==> config.mk <==
export PLATFORM = sky130hd
export DESIGN_NAME = bnn_sign_packer
export DESIGN_NICKNAME = d
export VERILOG_FILES = /design/src/rtl/bnn_pkg.sv /design/src/rtl/bnn_sign_threshold.sv /design/src/rtl/bnn_sign_packer.sv
export SDC_FILE = /design/constraint.sdc
export NUM_CORES = 1
export LEC_CHECK = 0
export BUFFER_PORTS_ARGS = -buffer_cell sky130_fd_sc_hd__buf_2
export CORE_MARGIN = 2
export CORE_UTILIZATION = 50
export DETAILED_ROUTE_END_ITERATION = 7
export PLACE_DENSITY = 0.7
export SLEW_MARGIN = 20
export SYNTH_ARGS = -nofsm -noshare
export SYNTH_HDL_FRONTEND = slang
export SYNTH_SLANG_ARGS = --single-unit
==> constraint.sdc <==
create_clock -name clk -period 4 [get_ports clk]
set_input_delay 0.8 -clock clk [delete_from_list [all_inputs] [get_ports clk]]
set_output_delay 0.8 -clock clk [all_outputs]
set_load 0.02 [all_outputs]
==> src/rtl/bnn_pkg.sv <==
// Shared encodings, width helper and packed output word for the binary conv datapath.
// Pure declarations: no latency or flow-control behaviour of its own.
package bnn_pkg;

    localparam logic BIN_POS = 1'b1;
    localparam logic BIN_NEG = 1'b0;

    function automatic int cnt_width(input int n);
        return $clog2(n + 1);
    endfunction

    localparam int BNN_BW_BUS = 8;
    localparam int BNN_NB_W   = cnt_width(BNN_BW_BUS);

    typedef struct packed {
        logic [BNN_BW_BUS-1:0] data;
        logic [BNN_NB_W-1:0]   nbits;
        logic                  last;
    } pack_word_t;

endpackage

==> src/rtl/bnn_sign_threshold.sv <==
// Popcount -> activation bit; combinational, no backpressure. Fixed majority compare by
// default, runtime unsigned compare against i_thresh when BNN_SIGN_PACKER_THRESH_EN is defined.
module bnn_sign_threshold
    import bnn_pkg::*;
#(
    parameter  int N_TERMS = 9,
    localparam int CW      = cnt_width(N_TERMS)
) (
    input  logic [CW-1:0] i_data,
`ifdef BNN_SIGN_PACKER_THRESH_EN
    input  logic [CW-1:0] i_thresh,
`endif
    output logic          o_bit
);

`ifdef BNN_SIGN_PACKER_THRESH_EN
    assign o_bit = (i_data >= i_thresh) ? BIN_POS : BIN_NEG;
`else
    // 2*popcount - N_TERMS >= 0, evaluated one bit wider so the doubling never overflows.
    localparam logic [CW:0] NT = (CW + 1)'(N_TERMS);

    logic [CW:0] dbl;
    assign dbl   = {i_data, 1'b0};
    assign o_bit = (dbl >= NT) ? BIN_POS : BIN_NEG;
`endif

endmodule

==> src/rtl/bnn_sign_packer.sv <==
// Thresholds popcounts and packs BW_BUS activations per word; output 1 cycle after closing accept.
// Single-entry output register; i_ready = !o_valid || o_ready. Runtime threshold with BNN_SIGN_PACKER_THRESH_EN.
module bnn_sign_packer
    import bnn_pkg::*;
#(
    parameter  int   BW_BUS  = 8,
    parameter  int   N_TERMS = 9,
    parameter  logic PAD_BIT = 1'b0,
    localparam int   CW      = cnt_width(N_TERMS),
    localparam int   NB_W    = cnt_width(BW_BUS)
) (
    input  logic              clk,
    input  logic              rst_n,
    input  logic              i_valid,
    output logic              i_ready,
    input  logic [CW-1:0]     i_data,
    input  logic              i_last,
`ifdef BNN_SIGN_PACKER_THRESH_EN
    input  logic [CW-1:0]     i_thresh,
`endif
    output logic              o_valid,
    input  logic              o_ready,
    output logic [BW_BUS-1:0] o_data,
    output logic [NB_W-1:0]   o_nbits,
    output logic              o_last
);

    // The output word type is shared with the next layer, so its width is fixed by the package.
    if (BW_BUS != BNN_BW_BUS || BW_BUS < 2) begin : g_bad_cfg
        $error("bnn_sign_packer: BW_BUS must equal bnn_pkg::BNN_BW_BUS and be >= 2");
    end

    logic [NB_W-1:0]   fill_cnt_q, fill_cnt_d;
    logic [BW_BUS-1:0] pack_q, pack_d, pack_upd;
    pack_word_t        word_q, word_d;
    logic              o_valid_q, o_valid_d;
    logic              act_bit;
    logic              accept;
    logic              close;

    bnn_sign_threshold #(
        .N_TERMS (N_TERMS)
    ) u_thr (
        .i_data   (i_data),
`ifdef BNN_SIGN_PACKER_THRESH_EN
        .i_thresh (i_thresh),
`endif
        .o_bit    (act_bit)
    );

    assign i_ready = !o_valid_q || o_ready;
    assign accept  = i_valid && i_ready;
    assign close   = accept && (i_last || (fill_cnt_q == NB_W'(BW_BUS - 1)));

    always_comb begin
        pack_upd   = pack_q;
        fill_cnt_d = fill_cnt_q;
        pack_d     = pack_q;
        o_valid_d  = o_valid_q;
        word_d     = word_q;

        for (int j = 0; j < BW_BUS; j++) begin
            if (fill_cnt_q == NB_W'(j)) begin
                pack_upd[j] = act_bit;
            end
        end

        if (o_valid_q && o_ready) begin
            o_valid_d = 1'b0;
        end

        if (accept) begin
            if (close) begin
                // A close overrides the drain above: the register reloads in the handshake cycle.
                o_valid_d    = 1'b1;
                word_d.nbits = fill_cnt_q + NB_W'(1);
                word_d.last  = i_last;
                for (int j = 0; j < BW_BUS; j++) begin
                    word_d.data[j] = (NB_W'(j) <= fill_cnt_q) ? pack_upd[j] : PAD_BIT;
                end
                fill_cnt_d = '0;
                pack_d     = '0;
            end else begin
                fill_cnt_d = fill_cnt_q + NB_W'(1);
                pack_d     = pack_upd;
            end
        end
    end

    always_ff @(posedge clk or negedge rst_n) begin
        if (!rst_n) begin
            fill_cnt_q <= '0;
            pack_q     <= '0;
            word_q     <= '0;
            o_valid_q  <= 1'b0;
        end else begin
            fill_cnt_q <= fill_cnt_d;
            pack_q     <= pack_d;
            word_q     <= word_d;
            o_valid_q  <= o_valid_d;
        end
    end

    assign o_valid = o_valid_q;
    assign o_data  = word_q.data;
    assign o_nbits = word_q.nbits;
    assign o_last  = word_q.last;

endmodule

# [Word level (Yosys, flattened, before mapping)]
# Index checks and enable logic that the tools add are counted.
[totals] in_bits=9 out_inout_bits=15 elab_cells=53 regBits=26
[op_classes] magnitude_cmp=9 muxes=22 add_sub_neg=1 n_eq_ne=7 reduce_logical=8
[ops] op="1-bit two-way mux" count=20
[ops] op="4-bit by 3-bit equality test with 1-bit output, second input constant" count=4
[ops] op="3-bit by 4-bit less-or-equal comparator with 1-bit output, first input constant" count=4
[ops] op="4-bit by 2-bit equality test with 1-bit output, second input constant" count=2
[ops] op="1-bit by 4-bit less-or-equal comparator with 1-bit output, first input constant" count=2
[ops] op="2-bit by 4-bit less-or-equal comparator with 1-bit output, first input constant" count=2
[ops] op="8-bit two-way mux" count=1
[ops] op="5-bit by 4-bit >= comparator with 1-bit output, second input constant" count=1
[ops] op="4-bit by 1-bit adder with 4-bit output, second input constant" count=1
[ops] op="4-bit by 1-bit equality test with 1-bit output, second input constant" count=1
[ops] op="4-bit logical NOT" count=1
[ops] op="4-bit two-way mux" count=1
[ops] op="1-bit logical AND" count=3
[ops] op="1-bit logical OR" count=2
[ops] op="2-bit AND reduction" count=1
[ops] op="1-bit logical NOT" count=1

# [Logic depth before layout (Yosys ltp)]
[logic_depth] ltp_word=6 depth_mapped=7 ltp_nobuf=6

# [Modules after synthesis]
# Synthesis repeated with hierarchy kept, for this count alone.
[unflattened] cells_unflattened=138 area_unflattened_um2=1326.3
[by_module_without_submodules] mod="bnn_sign_packer" instances=1 area_each_um2=1315.0 cells_each=136 seq_area_each_um2=650.6
[by_module_without_submodules] mod="bnn_sign_threshold" instances=1 area_each_um2=11.3 cells_each=2 seq_area_each_um2=0.0

# [Worst setup path before layout]
# Ideal clock, no wire load.
[synth_path] path_type="input to register" start="in i_data[1]" end="reg pack_q[6]" stages=5 path_slack_ps=2210 setup_time_ps=122 n_path_buf=1 arrival_time_ps=1669 required_time_ps=3878 cell_sequence="o21a_1 or2_1 clkbuf_2 and4_4 a32o_1"
[synth_between] elab_chain_cells=4
[synth_lines] element="start: declaration" line_no="bnn_sign_packer.sv:16" text="input logic [CW-1:0] i_data,"
[synth_lines] element="5-bit by 4-bit >= comparator with 1-bit output" line_no="bnn_sign_threshold.sv:24" text="assign o_bit = (dbl >= NT) ? BIN_POS : BIN_NEG;"
[synth_lines] element="1-bit two-way mux" line_no="bnn_sign_threshold.sv:24"
[synth_lines] element="1-bit two-way mux" line_no="bnn_sign_packer.sv:63" text="if (fill_cnt_q == NB_W'(j)) begin"
[synth_lines] element="8-bit two-way mux" line_no="bnn_sign_packer.sv:73" text="if (close) begin"
[synth_lines] element="end signal: assignment" line_no="bnn_sign_packer.sv:98" text="pack_q <= pack_d;"
[synth_lines] element="end: declaration" line_no="bnn_sign_packer.sv:34" text="logic [BW_BUS-1:0] pack_q, pack_d, pack_upd;"
# No other way between the ends.
# A chain may end at the register's enable or synchronous reset.

# [Worst setup path after layout]
[layout_path] start="in o_ready" end="out i_ready"
[layout_between] elab_chain_cells=1
[layout_lines] element="start: declaration" line_no="bnn_sign_packer.sv:22" text="input logic o_ready,"
[layout_lines] element="1-bit logical OR" line_no="bnn_sign_packer.sv:51" text="assign i_ready = !o_valid_q || o_ready;"
[layout_lines] element="end: declaration" line_no="bnn_sign_packer.sv:15" text="output logic i_ready,"
# No other way between the ends.

==> summary by stage <==
Timing
Derived from the worst setup path, the maximum achievable clock frequency is 496 MHz. The setup TNS is 0 ns. The final count of negative-setup-slack endpoints is 0.

The relative slew slack is 61.2%. The max-slew violation count is 0. The minimum period implied by the final worst setup slack is 2.02 ns. In the finished design, the share of the clock period the worst path needs comes to between 50% and 60%. At the pin with the least slew margin, the transition time is between 0.5 and 0.6 ns. Clock skew on the completed layout was measured at 0.0138 ns. The count of endpoints failing hold in the final timing report is 0.

Hold is met by around 0.45 ns. Setup repair after global routing left no endpoint under its margin.

Setup path
The data required time of the critical path is roughly 3.2 ns. The critical path class is input port to output port. Counting both buffers and inverters, the worst setup path holds a total of 2. On the worst path, the slowest cell contributes a delay of 0.16 ns. The maximum fanout count along the critical path is 5. The data arrival time at the worst-slack endpoint is ~1.2 ns. The largest individual stage delay along the critical path comes from the cell sky130_fd_sc_hd__nand2b_4. The kind of cell with the highest combined delay along the critical path is buffers and inverters. STA classifies the critical path endpoint as an output port. STA classifies the critical path startpoint as an input port.

The most numerous cell on the critical path is sky130_fd_sc_hd__buf_2. The signal on the critical path passes through buf_2, nand2b_4, buf_2.

Global routing
The first global-routing pass estimated 4.91 mm of wire. For this run the aggregate overflow at the end of global routing stands at 0. Entering global routing, the biggest net connects 27 pins.

Across every metal layer, demand over resource in global routing totals approximately a fifth. The number of antenna violations at the first check in global routing was 0. The via count of the first global-routing pass is 1089.

Clock network
TritonCTS created 3 clock buffers. The CTS root buffer is sky130_fd_sc_hd__clkbuf_4. CTS built an H-tree with a depth of 1. TritonCTS built the clock tree. The clock transition time at the flip-flop clock pins of the worst setup and hold paths is roughly 0.15 ns. The quantity of hold-fixing buffers added after cts is 0. The maximum count of clock buffers along a single path is 2. Counting every sink on the clock net gives 26. The count of cells resized by post-cts repair is 0. At the later pin of the worst-skew pair, clock insertion delay measures 0.33 ns. The post-CTS setup repair buffer count is 0.

Yosys
The most frequently used cell type in the post-synthesis netlist is sky130_fd_sc_hd__dfrtp_1. After synthesis, the share of flip-flops with an asynchronous set or reset is 100%. The number of synthesized flops with an enable pin is 0. The flip-flop and latch count after synthesis is 26. The Yosys step of the flow raised 0 warnings. In this run the cell area of the synthesized design comes to roughly 1400 sq um. The top cell type by total area after synthesis is sky130_fd_sc_hd__dfrtp_1.

The synthesized netlist contains 46 unique library cells. Sequential cells were found to cover 46.6% of the synthesized design area. Yosys attributes the largest share of cell area to sky130_fd_sc_hd__dfrtp_1, sky130_fd_sc_hd__o21ai_0, sky130_fd_sc_hd__nand2_1.

The cell count after synthesis came out at around 140. For this run, the leading register cell type out of synthesis is sky130_fd_sc_hd__dfrtp_1. The number of nets in the synthesized netlist is around 150.

The commonest cells after synthesis are sky130_fd_sc_hd__dfrtp_1, sky130_fd_sc_hd__nand2_1, sky130_fd_sc_hd__o21ai_0. Averaged over all synthesized cells, the footprint is about 10 sq um. The portion of synthesized cell area occupied by the leading cell type is between 40 and 50%.

Power
The share of power burned in registers is between 50% and 60%. The share of total power dissipated in the clock network is about a fifth. Net switching is approximately a third of the power. The worst-case IR drop observed on VDD is 0.288 mV.

The leakage power of the design is between 0.7 and 0.8 nW. In this run the power spent charging and discharging nets is 0.000222 W. Cell internal power was estimated by the tool at 0.000428 W.

The power per unit of standard cell area is about 430 nW/um^2. Combinational cells account for between 20 and 30% of the total power.

Route
The mean number of vias per cell is 5.90. In this run the remaining antenna-violating nets after routing total 0. The detailed-routing iteration count for the pre-antenna-repair pass is 4. The routed wire length is about 2.9 mm. After detailed routing, the number of remaining DRC violations is 0. Dividing the detail-routed wire length by the instance count gives ~15 microns. The routed via count is ~1.1k.

The first routing iteration left 35 violations.

Floorplanning
The area of the die is about 3200 sq um. During I/O placement, the number of pins put on the boundary was 24. The floorplan die width is 56.8 microns.

In this run the core area contains 19 standard-cell rows. From bottom edge to top edge, the die measures around 57 microns. The initial core utilization is 51.5%. The area inside the core boundary is roughly 2700 sq um.

Cells and area
The repair_antennas step left the layout with diodes totalling 0. Counting the fill cells in the layout gives about 270. The number of nets in the layout is about 170. The layout cell share with drive strength beyond 1 is ~26%. The total non-filler cell area in the finished layout is 1530 sq um.

The area added between synthesis and finish is 9.50%.

Placed design
The area of placed instances is between 1000 and 1500 sq um. The count of buffers from port buffering is 23. Routability-driven placement finished with a final weighted congestion of roughly 0.87. The HPWL after detailed placement is around 2.0 mm.

Worst hold path
The type of the most critical hold path is input port to async pin.

Outcome
The run finished with clean final reports.

Flow run
The number of max-capacitance violations reported is 0.
-- worst paths after layout --
kind / slack (ns) / start / cells after the start / endpoint
max: 1.98 / o_ready / 3 / i_ready
min: 0.45 / rst_n / 1 / o_data[7]
max reg2reg: 2.16 / fill_cnt_q[3] / 3 / o_nbits[1]
min reg2reg: 0.49 / o_data[7] / 2 / o_data[7]
max in group asynchronous: 3.16 / rst_n / 1 / o_nbits[3]
min in group clk: 0.49 / o_data[7] / 2 / o_data[7]
-- routing by layer --
layer	GRT usage, %	share of wire (%)	vias to the layer above
li1	-	-	541
met1	27.9	48	527
met2	29.2	46	40
met3	2.07	4.3	8
met4	7.97	2.1	0
met5	0	0	-
-- power by group through the flow --
| stage | clock, W | combinational (W) | sequential, W |
|---|---|---|---|
| 6_report | 0.000135 | 0.000182 | 0.000333 |
| 5_1_grt | 0.000147 | 0.000201 | 0.000339 |
| 4_1_cts | 0.000138 | 0.000182 | 0.000333 |
| 3_5_place_dp | 0 | 0.000181 | 0.000339 |
| 3_3_place_gp | 0 | 0.000177 | 0.000338 |
| 2_1_floorplan | 0 | 0.000112 | 0.000355 |
-- metrics by stage --
step                setup slack, ns  std cells  util, %  power, W
floorplan                      2.21        139        -  0.000467
global placement               1.99        185     55.1  0.000514
detailed placement             1.98        185     55.1  0.000520
CTS                            1.98        189     56.4  0.000654
global route                   1.96        189     56.4  0.000687
finish                         1.98        189     56.4  0.000651
-- final cells by class --
type                            instances  area, sq um  area share, %
Tap cell                               31         38.8           2.54
Sequential cell                        26          651           42.6
Clock buffer                            4         36.3           2.37
Timing Repair Buffer                   23          115           7.53
Multi-Input combinational cell        100          669           43.8
Inverter                                5         18.8           1.23
-- registers in the layout, indices dropped and copies added (netlist names) --
signal and cells:
o_valid 1, o_last 1, o_nbits 4, o_data 8, fill_cnt_q 4, pack_q 8
-- placed cells by master (no fill, tap or decap), types with 2 or more instances in the layout --
cell type / instances
sky130_fd_sc_hd__mux2_2: 2
sky130_fd_sc_hd__nand2_1: 19
sky130_fd_sc_hd__o21ai_0: 16
sky130_fd_sc_hd__ha_1: 4
sky130_fd_sc_hd__nand2b_1: 2
sky130_fd_sc_hd__clkbuf_4: 3
sky130_fd_sc_hd__nor3_1: 2
sky130_fd_sc_hd__o21ai_2: 2
sky130_fd_sc_hd__o22ai_1: 3
sky130_fd_sc_hd__dfrtp_1: 26
sky130_fd_sc_hd__o31ai_1: 2
sky130_fd_sc_hd__o21a_1: 2
sky130_fd_sc_hd__nor2_4: 2
sky130_fd_sc_hd__a31oi_1: 4
sky130_fd_sc_hd__nor2b_1: 3
sky130_fd_sc_hd__a21oi_1: 5
sky130_fd_sc_hd__inv_1: 5
sky130_fd_sc_hd__a21o_1: 2
sky130_fd_sc_hd__nor2_1: 2
sky130_fd_sc_hd__nand3_1: 5
sky130_fd_sc_hd__buf_2: 23
-- kinds of logic (layout without fill, tap and decap cells) --
family                   Yosys count  after routing  share of synthesized area, %
buffers and inverters             13             32                          5.47
adder cells (fa/ha/maj)            4              4                          3.58
AND/OR/NAND/NOR                   45             45                          18.5
AO/OA/AOI/OAI                     46             46                          21.9
XOR/XNOR                           1              1                         0.627
multiplexers                       4              4                          3.40
flip-flops                        26             26                          46.6
-- worst reg2reg max path, delay by kind of cell (launching register included) --
family             cells  cell delay (ns)
and+or+nand+nor        1             0.31
muxes                  1             0.34
DFF                    1             0.65
AOI/OAI and AO/OA      1             0.44
(Power assumes the default switching activity.)
